### src/rtl/serial_pkg.sv
// serial_pkg: definitions shared by the serial transmitter and the future receiver.
//   state_t     - 3-bit frame state encoding (IDLE, START, DATA, PARITY, STOP)
//   LINE_IDLE   - level of an idle line and of the stop bit
//   START_BIT   - level of the start bit
//   frame_bits  - line bits per frame for a given data width
// Optional feature macro: SERIAL_TX_PARITY_EN (adds one even-parity bit per frame).
package serial_pkg;

    typedef enum logic [2:0] {
        IDLE   = 3'd0,
        START  = 3'd1,
        DATA   = 3'd2,
        PARITY = 3'd3,
        STOP   = 3'd4
    } state_t;

    localparam logic LINE_IDLE = 1'b1;
    localparam logic START_BIT = 1'b0;

    // Start + data + (parity) + stop.
    function automatic int unsigned frame_bits(input int unsigned data_w);
`ifdef SERIAL_TX_PARITY_EN
        return data_w + 3;
`else
        return data_w + 2;
`endif
    endfunction

endpackage

### src/rtl/serial_baud_cnt.sv
// serial_baud_cnt: per-bit cycle counter for the serial transmitter.
//   clk      - system clock, rising edge
//   rst      - synchronous active-high reset
//   clear    - hold the counter at zero (used while the line is idle)
//   bit_done - high on the last clk cycle of each line bit
module serial_baud_cnt #(
    parameter int unsigned CLKS_PER_BIT = 4
) (
    input  logic clk,
    input  logic rst,
    input  logic clear,
    output logic bit_done
);

    localparam int unsigned CW = (CLKS_PER_BIT > 1) ? $clog2(CLKS_PER_BIT) : 1;
    localparam logic [CW-1:0] LAST = CW'(CLKS_PER_BIT - 1);

    logic [CW-1:0] cnt_q, cnt_d;

    // With CLKS_PER_BIT == 1 the counter sits at zero and every cycle ends a bit.
    assign bit_done = (cnt_q == LAST);

    always_comb begin
        cnt_d = cnt_q;
        if (clear || bit_done) begin
            cnt_d = '0;
        end else begin
            cnt_d = cnt_q + 1'b1;
        end
    end

    always_ff @(posedge clk) begin
        if (rst) begin
            cnt_q <= '0;
        end else begin
            cnt_q <= cnt_d;
        end
    end

endmodule

### src/rtl/serial_tx.sv
// serial_tx: UART-style transmitter. Takes one word per valid/ready handshake and sends it
// LSB-first as start bit, data bits, optional even parity bit, stop bit; each line bit is
// held for CLKS_PER_BIT clk cycles.
//   clk      - system clock, rising edge
//   rst      - synchronous active-high reset; aborts any frame in flight
//   tx_data  - word to send, sampled on the accept edge only
//   tx_valid - producer has a word on tx_data
//   tx_ready - idle and able to accept
//   tx_line  - registered serial output, idles high
//   busy     - frame in progress (~tx_ready)
// Optional feature macro: SERIAL_TX_PARITY_EN (even parity bit before stop).
module serial_tx
    import serial_pkg::*;
#(
    parameter int unsigned DATA_W       = 8,
    parameter int unsigned CLKS_PER_BIT = 4
) (
    input  logic              clk,
    input  logic              rst,
    input  logic [DATA_W-1:0] tx_data,
    input  logic              tx_valid,
    output logic              tx_ready,
    output logic              tx_line,
    output logic              busy
);

    localparam int unsigned BW = $clog2(DATA_W + 1);
    localparam logic [BW-1:0] LAST_BIT = BW'(DATA_W - 1);

    state_t            state_q, state_d;
    logic [DATA_W-1:0] shift_q, shift_d;
    logic [BW-1:0]     bit_q, bit_d;
    logic              line_q, line_d;
    logic              accept;
    logic              bit_done;
`ifdef SERIAL_TX_PARITY_EN
    logic              parity_q, parity_d;
`endif

    serial_baud_cnt #(
        .CLKS_PER_BIT(CLKS_PER_BIT)
    ) u_baud (
        .clk     (clk),
        .rst     (rst),
        .clear   (state_q == IDLE),
        .bit_done(bit_done)
    );

    assign accept   = tx_valid && (state_q == IDLE);
    assign tx_ready = (state_q == IDLE);
    assign busy     = ~tx_ready;
    assign tx_line  = line_q;

    always_comb begin
        state_d  = state_q;
        shift_d  = shift_q;
        bit_d    = bit_q;
`ifdef SERIAL_TX_PARITY_EN
        parity_d = parity_q;
`endif
        case (state_q)
            IDLE: begin
                if (accept) begin
                    state_d  = START;
                    shift_d  = tx_data;
                    bit_d    = '0;
`ifdef SERIAL_TX_PARITY_EN
                    parity_d = ^tx_data;
`endif
                end
            end
            START: begin
                if (bit_done) state_d = DATA;
            end
            DATA: begin
                if (bit_done) begin
                    shift_d = shift_q >> 1;
                    if (bit_q == LAST_BIT) begin
                        bit_d = '0;
`ifdef SERIAL_TX_PARITY_EN
                        state_d = PARITY;
`else
                        state_d = STOP;
`endif
                    end else begin
                        bit_d = bit_q + 1'b1;
                    end
                end
            end
`ifdef SERIAL_TX_PARITY_EN
            PARITY: begin
                if (bit_done) state_d = STOP;
            end
`endif
            STOP: begin
                if (bit_done) state_d = IDLE;
            end
            default: state_d = IDLE;
        endcase
    end

    // The line is a registered decode of the next state, so it changes on the same edge
    // as the state and the start bit appears the cycle after the accept edge.
    always_comb begin
        line_d = LINE_IDLE;
        case (state_d)
            IDLE:    line_d = LINE_IDLE;
            START:   line_d = START_BIT;
            DATA:    line_d = shift_d[0];
`ifdef SERIAL_TX_PARITY_EN
            PARITY:  line_d = parity_d;
`endif
            STOP:    line_d = LINE_IDLE;
            default: line_d = LINE_IDLE;
        endcase
    end

    always_ff @(posedge clk) begin
        if (rst) begin
            state_q  <= IDLE;
            shift_q  <= '0;
            bit_q    <= '0;
            line_q   <= LINE_IDLE;
`ifdef SERIAL_TX_PARITY_EN
            parity_q <= 1'b0;
`endif
        end else begin
            state_q  <= state_d;
            shift_q  <= shift_d;
            bit_q    <= bit_d;
            line_q   <= line_d;
`ifdef SERIAL_TX_PARITY_EN
            parity_q <= parity_d;
`endif
        end
    end

endmodule

### config.mk
export PLATFORM = sky130hd
export DESIGN_NAME = serial_tx
export DESIGN_NICKNAME = d
export VERILOG_FILES = /design/src/rtl/serial_pkg.sv /design/src/rtl/serial_baud_cnt.sv /design/src/rtl/serial_tx.sv
export SDC_FILE = /design/constraint.sdc
export NUM_CORES = 1
export LEC_CHECK = 0
export ABC_AREA = 1
export CORE_MARGIN = 5
export CORE_UTILIZATION = 39
export CTS_CLUSTER_DIAMETER = 50
export DETAILED_ROUTE_END_ITERATION = 7
export HOLD_SLACK_MARGIN = 0.12
export SLEW_MARGIN = 20
export SYNTH_ARGS = -nofsm -noshare
export SYNTH_HDL_FRONTEND = slang
export SYNTH_SLANG_ARGS = --single-unit
export TNS_END_PERCENT = 1
### constraint.sdc
create_clock -name clk -period 1.6 [get_ports clk]
set_input_delay 0.32 -clock clk [delete_from_list [all_inputs] [get_ports clk]]
set_output_delay 0.32 -clock clk [all_outputs]
set_load 0.1 [all_outputs]
==> impl_metrics.env <==
export IMPL_synth_seq_cells=18
export IMPL_route_detailed_drc=0
export IMPL_worstSetupPathDepth=4
export IMPL_synthCells=118
export IMPL_p_sw_uw=274
export IMPL_crit_reg2reg_launch="state_q[2]$_SDFF_PP0_"
export IMPL_drt_iter0_drc=12
export IMPL_clkTransAtPathRegs_ns=0.10
export IMPL_port_buffer_count=13
export IMPL_seq_area_frac_synth=0.421
export IMPL_reg2regPathDepth=7
export IMPL_cts_buffer_depth=2
export IMPL_min_period_over_period=0.940
export IMPL_worstPathCellList="nor2_4 -> nand2_4 -> clkinvlp_4 -> buf_12"
export IMPL_status="completed"
export IMPL_layout_nets=150
export IMPL_num_rows=17
export IMPL_crit_fanout=4
export IMPL_max_slew_margin=0.860
export IMPL_diodes=0
export IMPL_root_buffer="clkbuf_4"
export IMPL_drv_cap=0
export IMPL_hpwlAfterDp_um=1290
export IMPL_hp_class="reg -> reg"
export IMPL_wl_met2_um=825
export IMPL_pre_cts_ws_ns=0.0951
export IMPL_htree_levels=1
export IMPL_top_layer="met3"
export IMPL_path_delay_family="flip-flops"
export IMPL_ant_nets=0
export IMPL_r2r_setup_slack_ns=0.29
export IMPL_dieArea_um2=3230
export IMPL_fp_dieH_um=56.8
export IMPL_cts_buffers=3
export IMPL_slowest_stage="dfxtp_1"
export IMPL_cts_tree="yes"
export IMPL_critPathArrivalTime_ns=1.18
export IMPL_fin_area_um2=1100
export IMPL_synth_top_cell_area_share=0.421
export IMPL_grt_max_degree=11
export IMPL_finClkSkew_ns=0.00148
export IMPL_setup_viol=0
export IMPL_setup_worst_path_start_class="flip-flop"
export IMPL_synth_area_top_cells="dfxtp_1, nand2_1, nor2_1, a21oi_2, a21oi_1"
export IMPL_overflow=0
export IMPL_p_int_uw=646
export IMPL_swShare=0.298
export IMPL_synth_fp_nets=131
export IMPL_grt_use_total=0.107
export IMPL_reg2reg_to="shift_q[6]$_SDFFE_PP0P_"
export IMPL_report_final_slew_viol_count=0
export IMPL_criticalPathCategory="reg -> out"
export IMPL_cp_required_ns=1.28
export IMPL_routabilityCongestion=0.802
export IMPL_routed_via_density=4.66
export IMPL_yosysWarnings=0
export IMPL_p_comb_frac=0.233
export IMPL_worstSetupEndpointType="primary output"
export IMPL_drive_gt1_frac=0.200
export IMPL_dr_pass1_iters=4
export IMPL_grt_first_pass_wirelength_um=2790
export IMPL_cts_hold_buf=0
export IMPL_m1WireLength_um=712
export IMPL_clock_latency_ns=0.28
export IMPL_vias=759
export IMPL_yosys_area_top_type="dfxtp_1"
export IMPL_placeableCoreArea_um2=2150
export IMPL_critPathMaxStageDelay_ns=0.35
export IMPL_hold_end="u_baud.cnt_q[0]$_SDFF_PP0_"
export IMPL_path_buf_inv=2
export IMPL_rsz0062_at_grt="no"
export IMPL_place_area_um2=1070
export IMPL_p_total_uw=920
export IMPL_wl_met3_um=63
export IMPL_wl_um=1600
export IMPL_start_util=0.398
export IMPL_wl_per_cell_um=9.82
export IMPL_syn_to_final_growth_pct=28.2
export IMPL_ios=14
export IMPL_irDropWorstVdd_v=0.000460
export IMPL_whs_path_depth=1
export IMPL_period_minus_slack_ns=1.50
export IMPL_clock_fmax_mhz=665
export IMPL_synth_distinct_cells=23
export IMPL_antenna_found_initial=0
export IMPL_tightest_slew_ns=0.209
export IMPL_grt_pass1_vias=683
export IMPL_finalSetupTns_ns=0
export IMPL_cts_sinks=18
export IMPL_synth_avg_cell_area_um2=7.25
export IMPL_die_x_um=56.8
export IMPL_hold_viol=0
export IMPL_holdCritStartpoint="u_baud.cnt_q[0]$_SDFF_PP0_"
export IMPL_power_frac_seq=0.530
export IMPL_clockPowerShare=0.238
export IMPL_syn_area_um2=856
export IMPL_fin_ws_ns=0.0965
export IMPL_p_leak_uw=0.000479
export IMPL_power_density_nw_per_um2=839
worst max path at each step:
stage,from,endpoint,slack [ns]
3_3_place_gp,tx_valid,shift_q[4]$_SDFFE_PP0P_,0.13
3_5_place_dp,tx_valid,shift_q[6]$_SDFFE_PP0P_,0.1
5_1_grt,state_q[2]$_SDFF_PP0_,tx_ready,0.04
4_1_cts,state_q[0]$_SDFF_PP0_,tx_ready,0.02
6_report,state_q[2]$_SDFF_PP0_,tx_ready,0.1
2_1_floorplan,state_q[1]$_SDFF_PP0_,tx_ready,0.002
cell usage after synthesis (all sizes together):
library cell,count
dfxtp,18
inv,12
o21ai,2
a21oi,13
nand3,6
clkinv,1
nor2,21
clkbuf,1
a31oi,1
nand4,3
o21a,1
ha,2
nand2,37
stage by stage:
stage / instances / utilization / hold WS (ns)
floorplan: 118 / - / 0.389
global placement: 159 / 0.496 / 0.408
detailed placement: 159 / 0.496 / 0.421
CTS: 162 / 0.507 / 0.435
global route: 163 / 0.511 / 0.469
finish: 163 / 0.511 / 0.429
cell usage in the layout, fill, tap and decap left out, drive strengths merged:
master         netlist  layout
inv                 12      11
clkbuf               1       3
nand4                3       3
dfxtp               18      18
clkinvlp             0       1
a21oi               13      13
ha                   2       2
clkinv               1       1
nor2                21      21
a31oi                1       1
nand2               37      37
buf                  0       5
nand3                6       6
o21a                 1       1
o21ai                2       2
clkdlybuf4s50        0      10
logic make-up (layout without fill, tap and decap cells):
group / Yosys count / after routing / synth area share
AOI/OAI and AO/OA: 17 / 17 / 0.130
adders and majority gates: 2 / 2 / 0.0292
buffers and inverters: 14 / 31 / 0.0643
DFF: 18 / 18 / 0.421
and+or+nand+nor: 67 / 67 / 0.355
cell type report:
class | count | area [um^2]
well taps | 28 | 35.0
multi-input cells | 86 | 448
fillers | 218 | 1050
flip-flops and latches | 18 | 362
clock buffers | 3 | 22.5
repair buffers | 15 | 175
inverters | 13 | 55.1
sequential cells by signal (all words and copies together) (netlist names):
register	count
shift_q	8
u_baud.cnt_q	2
tx_line	1
state_q	3
bit_q	4
layer usage:
layer,vias to the layer above,GRT usage
met2,14,0.191
li1,413,-
met5,-,0
met4,0,0.0298
met1,332,0.126
met3,0,0.0253
power groups by stage:
stage / registers [uW] / logic (uW) / clock network (uW)
floorplan: 510 / 123 / 0
global placement: 498 / 213 / 0
detailed placement: 498 / 214 / 0
CTS: 488 / 215 / 228
global route: 490 / 232 / 245
finish: 487 / 214 / 219
what timing repair did:
action / CTS / global route
gates resized for setup: 0 / 1
setup endpoints to repair: 0 / 1
hold endpoints to repair: 0 / 0
buffers inserted: 0 / 1
No activity file was read; power rests on OpenSTA's default activity.
